**config.mk**
```make
export PLATFORM = sky130hd
export DESIGN_NAME = booth_r4_seq_mult
export DESIGN_NICKNAME = d
export VERILOG_FILES = /design/src/rtl/booth_pkg.sv /design/src/rtl/booth_r4_digit_enc.sv /design/src/rtl/booth_r4_seq_mult.sv
export SDC_FILE = /design/constraint.sdc
export NUM_CORES = 1
export LEC_CHECK = 0
export ABC_AREA = 1
export CAP_MARGIN = 15
export CORE_UTILIZATION = 52
export CTS_CLUSTER_SIZE = 12
export DETAILED_ROUTE_END_ITERATION = 16
export PLACE_DENSITY = 0.82
export SLEW_MARGIN = 0
export SYNTH_ARGS = -nofsm -noshare
export SYNTH_HDL_FRONTEND = slang
export SYNTH_SLANG_ARGS = --single-unit
export TNS_END_PERCENT = 1
```
**constraint.sdc**
```tcl
create_clock -name clock -period 4.2 [get_ports clock]
set_input_delay 0.63 -clock clock [delete_from_list [all_inputs] [get_ports clock]]
set_output_delay 0.63 -clock clock [all_outputs]
set_load 0.02 [all_outputs]
```
**src/rtl/booth_pkg.sv**
```systemverilog
// Package: booth_pkg
// Shared types for the radix-4 Booth sequential multiplier.
//   state_t       : control FSM states (IDLE, CALC, DONE)
//   booth_digit_t : one recoded Booth digit as {neg, one, two} flags
//   booth_decode  : overlapping bit triple {b[2c+1], b[2c], b[2c-1]} -> digit
package booth_pkg;

    typedef enum logic [1:0] {
        IDLE = 2'd0,
        CALC = 2'd1,
        DONE = 2'd2
    } state_t;

    // Digit value = (neg ? -1 : +1) * (two ? 2 : one ? 1 : 0).
    typedef struct packed {
        logic neg;
        logic one;
        logic two;
    } booth_digit_t;

    // Triples 000 and 111 both mean zero. neg is cleared for 111 so a zero
    // digit never requests a negation of the multiplicand.
    function automatic booth_digit_t booth_decode(input logic [2:0] triple);
        booth_digit_t d;
        d.neg = triple[2] & ~(triple[1] & triple[0]);
        d.one = triple[1] ^ triple[0];
        d.two = (triple == 3'b011) || (triple == 3'b100);
        return d;
    endfunction

endpackage

```
**src/rtl/booth_r4_digit_enc.sv**
```systemverilog
// Module: booth_r4_digit_enc
// Combinational radix-4 Booth digit encoder.
// Ports:
//   triple : in  3  overlapping multiplier bits {b[2c+1], b[2c], b[2c-1]}
//   neg    : out 1  digit is negative
//   one    : out 1  digit magnitude is 1
//   two    : out 1  digit magnitude is 2
module booth_r4_digit_enc
    import booth_pkg::*;
(
    input  logic [2:0] triple,
    output logic       neg,
    output logic       one,
    output logic       two
);

    booth_digit_t digit;

    assign digit           = booth_decode(triple);
    assign {neg, one, two} = {digit.neg, digit.one, digit.two};

endmodule

```
**src/rtl/booth_r4_seq_mult.sv**
```systemverilog
// Module: booth_r4_seq_mult
// Iterative radix-4 Booth multiplier retiring one recoded digit per clock.
// One operation in flight; valid/ready handshake on both sides; the result
// appears exactly WIDTH/2+1 clocks after acceptance and is held until taken.
// Optional feature macro: BOOTH_ACC_EN (adds the acc port; when acc=1 at
// acceptance the new product is added onto the previous p).
// Parameters:
//   WIDTH     : operand width, even and >= 4; product is 2*WIDTH bits
// Ports:
//   clock     : in  1        rising-edge clock
//   reset     : in  1        synchronous active-high reset
//   in_valid  : in  1        a, b, tc (and acc) are valid
//   in_ready  : out 1        block can accept an operation (IDLE)
//   a         : in  WIDTH    multiplicand
//   b         : in  WIDTH    multiplier, Booth-recoded
//   tc        : in  1        1 = two's-complement operands, 0 = unsigned
//   out_valid : out 1        p holds a finished product (DONE)
//   out_ready : in  1        consumer takes p
//   p         : out 2*WIDTH  product (retained after hand-off)
//   busy      : out 1        FSM not in IDLE
//   acc       : in  1        BOOTH_ACC_EN only: accumulate onto previous p
module booth_r4_seq_mult
    import booth_pkg::*;
#(
    parameter int WIDTH = 8
) (
    input  logic               clock,
    input  logic               reset,
    input  logic               in_valid,
    output logic               in_ready,
    input  logic [WIDTH-1:0]   a,
    input  logic [WIDTH-1:0]   b,
    input  logic               tc,
    output logic               out_valid,
    input  logic               out_ready,
    output logic [2*WIDTH-1:0] p,
`ifdef BOOTH_ACC_EN
    output logic               busy,
    input  logic               acc
`else
    output logic               busy
`endif
);

    localparam int ND = WIDTH / 2 + 1;       // number of Booth digits
    localparam int CW = $clog2(ND + 1);      // digit counter width
    localparam int XW = WIDTH + 2;           // extended operand width
    localparam int AW = 2 * WIDTH + 2;       // accumulator width
    localparam int PW = 2 * WIDTH;           // product width

    state_t          state_q, state_d;
    logic [CW-1:0]   cnt_q;
    logic [XW-1:0]   a_q;                    // extended multiplicand
    logic [XW:0]     b_q;                    // extended multiplier with b[-1]=0 appended
    logic [AW-1:0]   acc_q;
    logic [PW-1:0]   p_q;

    logic            accept;
    logic            last_digit;
    logic [CW:0]     base;
    logic [2:0]      triple;
    logic            d_neg, d_one, d_two;
    logic [XW:0]     mag;
    logic [XW:0]     pp;
    logic [AW-1:0]   pp_ext;
    logic [AW-1:0]   acc_next;
    logic [AW-1:0]   acc_init;
    logic [XW-1:0]   a_ext;
    logic [XW-1:0]   b_ext;

    // ------------------------------------------------------------------
    // Control FSM
    // ------------------------------------------------------------------
    assign accept     = (state_q == IDLE) && in_valid;
    assign last_digit = (cnt_q == CW'(ND - 1));

    // NOTE: state and data registers use non-blocking assignments so every
    // register samples pre-edge values regardless of block ordering.
    always_ff @(posedge clock) begin
        if (reset) begin
            state_q <= IDLE;
        end else begin
            state_q <= state_d;
        end
    end

    // NOTE: every output of this block gets a default first so no path
    // leaves a signal unassigned and infers a latch.
    always_comb begin
        state_d   = state_q;
        in_ready  = 1'b0;
        out_valid = 1'b0;
        busy      = 1'b1;
        unique case (state_q)
            IDLE: begin
                in_ready = 1'b1;
                busy     = 1'b0;
                if (in_valid) state_d = CALC;
            end
            CALC: begin
                if (last_digit) state_d = DONE;
            end
            DONE: begin
                // No bypass: a new operation waits for IDLE even when the
                // result is taken this cycle.
                out_valid = 1'b1;
                if (out_ready) state_d = IDLE;
            end
            default: state_d = IDLE;
        endcase
    end

    // ------------------------------------------------------------------
    // Digit selection and partial product
    // ------------------------------------------------------------------
    // b_q[0] is the implicit b[-1]=0, so digit c lives at b_q[2c+2:2c].
    assign base   = {cnt_q, 1'b0};
    assign triple = b_q[base +: 3];

    booth_r4_digit_enc u_enc (
        .triple (triple),
        .neg    (d_neg),
        .one    (d_one),
        .two    (d_two)
    );

    // Negation is applied to the extended multiplicand (invert + 1) before
    // the positional shift, so the shifted-in zeros are never inverted.
    always_comb begin
        mag = '0;
        if (d_two) begin
            mag = {a_q, 1'b0};
        end else if (d_one) begin
            mag = {a_q[XW-1], a_q};
        end
        pp       = d_neg ? (~mag + 1'b1) : mag;
        pp_ext   = {{(AW - XW - 1){pp[XW]}}, pp};
        acc_next = acc_q + (pp_ext << base);
    end

    // ------------------------------------------------------------------
    // Operand capture and accumulator start value
    // ------------------------------------------------------------------
    assign a_ext = tc ? {{2{a[WIDTH-1]}}, a} : {2'b00, a};
    assign b_ext = tc ? {{2{b[WIDTH-1]}}, b} : {2'b00, b};

`ifdef BOOTH_ACC_EN
    // Extension of the old p only affects the discarded upper bits, but it
    // keeps the accumulator a faithful wide value for the current mode.
    assign acc_init = acc ? {{2{tc & p_q[PW-1]}}, p_q} : '0;
`else
    assign acc_init = '0;
`endif

    // ------------------------------------------------------------------
    // Datapath registers
    // ------------------------------------------------------------------
    // NOTE: the operand registers are reset along with the rest; the block
    // is small and a clean post-reset state simplifies debug.
    always_ff @(posedge clock) begin
        if (reset) begin
            cnt_q <= '0;
            a_q   <= '0;
            b_q   <= '0;
            acc_q <= '0;
            p_q   <= '0;
        end else if (accept) begin
            cnt_q <= '0;
            a_q   <= a_ext;
            b_q   <= {b_ext, 1'b0};
            acc_q <= acc_init;
        end else if (state_q == CALC) begin
            cnt_q <= cnt_q + 1'b1;
            acc_q <= acc_next;
            if (last_digit) begin
                p_q <= acc_next[PW-1:0];
            end
        end
    end

    assign p = p_q;

endmodule

```
==> results of run 1 <==
synth_stat cells, types with 2 or more instances:
cell type / n
a211oi_1: 2
a21o_1: 2
a21oi_1: 30
a31oi_1: 7
buf_2: 2
buf_6: 2
clkbuf_1: 20
dfxtp_1: 55
ha_1: 19
inv_1: 80
inv_2: 3
nand2_1: 119
nand2_2: 5
nand2_4: 6
nand2_8: 2
nand3_1: 38
nand3_2: 5
nand3_4: 2
nor2_1: 92
o211ai_1: 6
o21ai_0: 59
o21ai_1: 3
o21bai_1: 4
o22ai_1: 5
xnor2_1: 5
xor2_1: 10
layout by cell type, fill, tap and decap left out, types with 3 or more instances in the layout:
cell type	n
dfxtp_1	53
xor2_1	6
nand3_1	29
inv_1	72
a31oi_2	3
buf_4	83
nand2_1	109
ha_1	16
o21ai_1	11
clkdlybuf4s50_1	39
buf_6	5
nand3_2	12
xnor2_1	4
xor2_2	4
nor2_2	6
a31oi_1	3
o211ai_1	6
o21ai_0	38
a21oi_2	7
inv_2	10
nand2_4	6
nand3_4	4
nor2_1	86
o21ai_2	12
o21bai_1	4
a21oi_1	23
o22ai_1	3
nand2_2	15
clkbuf_8	6
flip-flops by register name (all words and copies together) (netlist names):
| signal | cells |
|---|---|
| a_q | 9 |
| acc_q | 16 |
| b_q | 9 |
| cnt_q | 3 |
| p | 16 |
| state_q | 2 |
layer usage:
| metal | GRT usage | part of all wire |
|---|---|---|
| met5 | 0 | 0 |
| met3 | 0.0518 | 0.068 |
| met4 | 0.137 | 0.034 |
| met1 | 0.347 | 0.40 |
| met2 | 0.506 | 0.49 |
what timing repair did:
| action | 4_1_cts | 5_1_grt |
|---|---|---|
| setup buffers | 17 | 10 |
| gates resized for setup | 44 | 62 |
| hold buffers | 0 | 0 |
| pin swaps | 28 | 46 |
| endpoints found under the setup margin | 14 | 18 |
cell type report:
type	count	share of cell area
well taps	96	0.0225
flip-flops and latches	55	0.207
clock buffers	6	0.0155
repair buffers	127	0.200
inverters	83	0.0588
multi-input cells	430	0.494
clock inverters	1	0.00164
power by group through the flow:
stage | logic [mW] | clock network, mW | registers (mW)
floorplan | 0.359 | 0 | 0.569
detailed placement | 0.557 | 0 | 0.573
global placement | 0.540 | 0 | 0.572
global route | 0.784 | 0.338 | 0.566
CTS | 0.617 | 0.318 | 0.563
finish | 0.729 | 0.311 | 0.564
worst max-delay path, delay by kind of cell (launching register included):
family	cells	cell delay [ns]
compound gates	11	1.39
buf+inv	5	0.42
flops	1	0.41
xor+xnor	1	0.24
simple gates	13	1.18
fa+ha+maj	2	0.67
cell families (layout without fill, tap and decap cells):
group | Yosys count | in the layout
XOR/XNOR | 15 | 15
buffers and inverters | 108 | 217
adder cells (fa/ha/maj) | 20 | 20
flip-flops | 55 | 55
AND/OR/NAND/NOR | 273 | 273
AO/OA/AOI/OAI | 122 | 122
through the flow:
stage          power [mW]  cell area [um^2]  hold WS [ns]
2_1_floorplan       0.928              3830         0.441
3_3_place_gp         1.11              4680         0.451
3_5_place_dp         1.13              4680         0.455
4_1_cts              1.50              5040         0.476
5_1_grt              1.69              5340         0.502
6_report             1.60              5340         0.478
worst min path at each step:
| stage | to | cells after the start |
|---|---|---|
| after floorplan | b_q[8] | 2 |
| after global placement | p[0] | 2 |
| after detailed placement | b_q[8] | 2 |
| after CTS | p[0] | 2 |
| after global routing | a_q[7] | 2 |
| final | p[0] | 2 |
==> run metrics, run 1 <==
cell count after synthesis 593; sequential-to-total area share from yosys stat 0.288; vias in the first global route 3,968; worst setup path endpoint acc_q[11]; mean routed wirelength per cell 14.8 um; post-synthesis simple-gate area fraction 0.323; Layout Utilization 0.770; total track usage 0.291; Area contributors post-synth dfxtp_1 (29%), nand2_1 (12%), nor2_1 (9.0%), inv_1 (7.9%), o21ai_0 (7.7%); number of vias per cell 5.52; Worst Hold Class flip-flop to flip-flop; Worst-path clk slew 0.11 ns; Hold Crit Start p[0]; kind of critical path flip-flop to flip-flop; largest net degree at the start of global routing 25; Static Leakage 2.62 nW; Net Sw Frac 0.375; Synth area leader dfxtp_1; Starting Density 0.550; P_sw 602 uW; drt drc 0; YS warnings 0; Fin Clk Skew 0.0145 ns; Crit Reg-Reg Startpoint cnt_q[0]; dpl ws -0.415 ns; CP Capture Type flip-flop; outcome finished with violations; r2r worst-path depth 32; fin nets 743; Placed Cells 764; critical path startpoint category flip-flop; root cell of the clock tree clkbuf_8; CP max-delay cell dfxtp_4; R2R Setup Slk -0.24 ns; Mean Syn Cell Area 6.45 um^2; Synth Flop Type dfxtp_1; ANT nets after route 0; synthesized cell area 0.00382 mm^2; asr flop ratio synth 0; final wirelength 11.8 mm; worst slew pin tran 0.621 ns; failing checks negative setup slack; max-cap violations 0; die width 87.7 um; initial antenna violation count 0; Finished Layout Cells 798; register area 0.00111 mm^2; total CTS buffers 5; GP Congestion 0.930; clock share of power 0.194; Clock Tree Buf Depth 2; Power per Cell Area 300 mW/mm^2; compound-gate portion of the synthesized area 0.176; Worst EP required 4.41 ns; R2R Path End acc_q[11]; Slew HR 0.586; Comb pwr share 0.454; core region area 0.00694 mm^2; multi-input combinational cell area 0.00264 mm^2; top cell type's share of synthesized area 0.288; minimum clock period 4.44 ns; Fin Setup TNS -2.03 ns; Synth-to-Final Area Change 39.8%; die height 87.7 um; first-pass GRT wire length 17.8 mm; final hold violations 0; Synth Area in XOR/XNOR 0.0344; Unique masters post-synth 36; dpl hpwl 7.52 mm; layout cells sized above 1 0.279; crit path launch cnt_q[0]; Slew Viols, Final 0; I/O Buffers 39; peak supply drop 0.184 mV; Die Area 0.00770 mm^2; largest family of logic cells by synthesized area simple AND/OR/NAND/NOR gates; Post-Synth Adder-Cell Area 0.0674; row count 30; Initial DRC Count 375; sequential share of power 0.351; clk_lat worst skew 0.32 ns; EDFF count, synth 0; final worst setup slack -0.243 ns; worst-path fanout max 6; WP data arrival 4.65 ns; # setup viols final 12; Int Pwr 1.00 mW; CP most frequent cell nand2_1; grt ovf 0; TritonCTS clock tree built; total number of vias 4,406; unrepaired setup endpoints after global routing true; period utilization 1.06; CTS sink cnt 55; I/O pins 40; Fillers 460; Max stage delay on crit path 0.41 ns; 1st-pass router iterations 5; mux contribution to synthesized area 0; antenna fix cells 0; Syn Nets 634; Seq cells post-synth 55; Fmax 225 MHz; H-tree levels 2
Power figures use the tool's default switching activity.
==> inputs of run 2 (changes only) <==
MAX_ROUTING_LAYER = met4   (was default)
REMOVE_ABC_BUFFERS = 1   (was default)
==> run 2 against run 1 <==
  * The run still ends with negative setup slack left
  * Sequential power is essentially flat
  * Clock power grew 8.0%
  * Wire length grew 13%
  * Via count grew 5.3%
  * Hold slack lost 0.0071 ns
  * Register-to-register slack lost 0.24 ns
  * Total power grew 4.8%
  * Final area grew 1.4%
  * Final cell count shrank 1.1%
  * Clock skew grew 0.0020 ns
  * Fmax shrank 5.1%
  * Critical path type unchanged
  * Largest cell class unchanged
  * Highest routed layer unchanged
==> run metrics, run 2 (same netlist as run 1, synthesis figures left out) <==
outcome finished with violations; failing checks negative setup slack; total CTS buffers 5; Finished Layout Cells 789; die width 87.7 um; CP Capture Type flip-flop; critical path startpoint category flip-flop; register area 0.00111 mm^2; I/O pins 40; WP data arrival 4.91 ns; Comb pwr share 0.462; commonest non-fill, non-tap cell in the layout nand2_1; minimum clock period 4.68 ns; P_sw 664 uW; Max stage delay on crit path 0.45 ns; Crit path max-delay family simple AND/OR/NAND/NOR gates; final worst setup slack -0.482 ns; worst-path fanout max 5; die height 87.7 um; grt ovf 0; Worst-path clk slew 0.12 ns; final hold violations 0; Slew Viols, Final 0; Starting Density 0.550; Fin Setup TNS -2.75 ns; TritonCTS clock tree built; initial antenna violation count 0; R2R Setup Slk -0.48 ns; total number of vias 4,640; H-tree levels 2; mean routed wirelength per cell 17.0 um; Die Area 0.00770 mm^2; most frequent cells in the layout nand2_1 (103), nor2_1 (79), buf_4 (76), inv_1 (73), dfxtp_1 (53); vias in the first global route 3,830; Slew HR 0.405; GP Congestion 0.924; ANT nets after route 0; Worst Hold Class flip-flop to flip-flop; CTS sink cnt 55; multi-input combinational cell area 0.00280 mm^2; Fmax 214 MHz; Power per Cell Area 310 mW/mm^2; Fillers 418; period utilization 1.11; total track usage 0.285; worst slew pin tran 0.890 ns; peak supply drop 0.199 mV; Clock Tree Buf Depth 2; number of vias per cell 5.88; Static Leakage 2.60 nW; max-cap violations 0; Synth-to-Final Area Change 41.8%; Layout Utilization 0.780; unrepaired setup endpoints after global routing true; root cell of the clock tree clkbuf_8; I/O Buffers 39; 1st-pass router iterations 6; CTS Hold Bufs 0; CP most frequent cell nand2_1; largest net degree at the start of global routing 25; antenna fix cells 0; first-pass GRT wire length 16.8 mm; clk_lat worst skew 0.33 ns; drt drc 0; kind of critical path flip-flop to flip-flop; sequential share of power 0.338; Design Power 1.68 mW; CP Buf/Inv Count 4; fin nets 733; final wirelength 13.4 mm; Fin Clk Skew 0.0166 ns; row count 30; Initial DRC Count 544; CP max-delay cell dfxtp_1; Worst EP required 4.42 ns; Int Pwr 1.02 mW; dpl hpwl 7.71 mm; core region area 0.00694 mm^2; clock share of power 0.200; Net Sw Frac 0.395; Placed Cells 761; layout cells sized above 1 0.296; # setup viols final 12
==> run 2: worst reg2reg max path, delay by kind of cell, from the launching register on <==
| kind | cells | cell delay [ns] |
|---|---|---|
| flops | 1 | 0.45 |
| fa+ha+maj | 2 | 0.39 |
| buf+inv | 4 | 0.50 |
| xor+xnor | 1 | 0.22 |
| simple gates | 17 | 1.56 |
| compound gates | 10 | 1.46 |
==> run 2: final timing paths <==
kind,depth (start not counted),to,from
max,34,p[14],cnt_q[2]
min,2,p[0],p[0]
max reg2reg,34,p[14],cnt_q[2]
min reg2reg,2,p[0],p[0]
==> run 2: area by class of cell <==
cell class                 count  share of cell area
multi-input combinational    430               0.516
clock buffer                   7              0.0159
timing repair buffer         117               0.181
sequential                    55               0.204
clock inverter                 1             0.00162
tap                           96              0.0222
inverter                      83              0.0589
==> run 2: routing by layer <==
metal / vias to the layer above / global-route usage / part of all wire
li1: 2097 / - / -
met1: 2142 / 0.350 / 0.38
met2: 308 / 0.486 / 0.48
met3: 93 / 0.0330 / 0.090
met4: 0 / 0.0864 / 0.050
met5: - / - / 0
==> run 2: per-stage QoR <==
step	hold slack [ns]	setup WS [ns]	area (um^2)
2_1_floorplan	0.441	-0.732	3710
3_3_place_gp	0.454	-0.319	4660
3_5_place_dp	0.463	-0.455	4660
4_1_cts	0.477	-0.0395	4920
5_1_grt	0.482	-0.598	5420
6_report	0.471	-0.482	5420
==> run 2: power groups by stage <==
stage                     Sequential (mW)  Combinational (mW)  Clock (mW)
after global routing                0.569               0.831       0.344
after floorplan                     0.571               0.345           0
final                               0.567               0.777       0.336
after CTS                           0.562               0.585       0.327
after detailed placement            0.574               0.541           0
after global placement              0.573               0.522           0
==> run 2: what timing repair did <==
action | in CTS | in global routing
setup buffers | 7 | 13
endpoints found under the setup margin | 14 | 18
resized for setup | 39 | 99
pin swaps | 15 | 63
hold endpoints to repair | 0 | 0
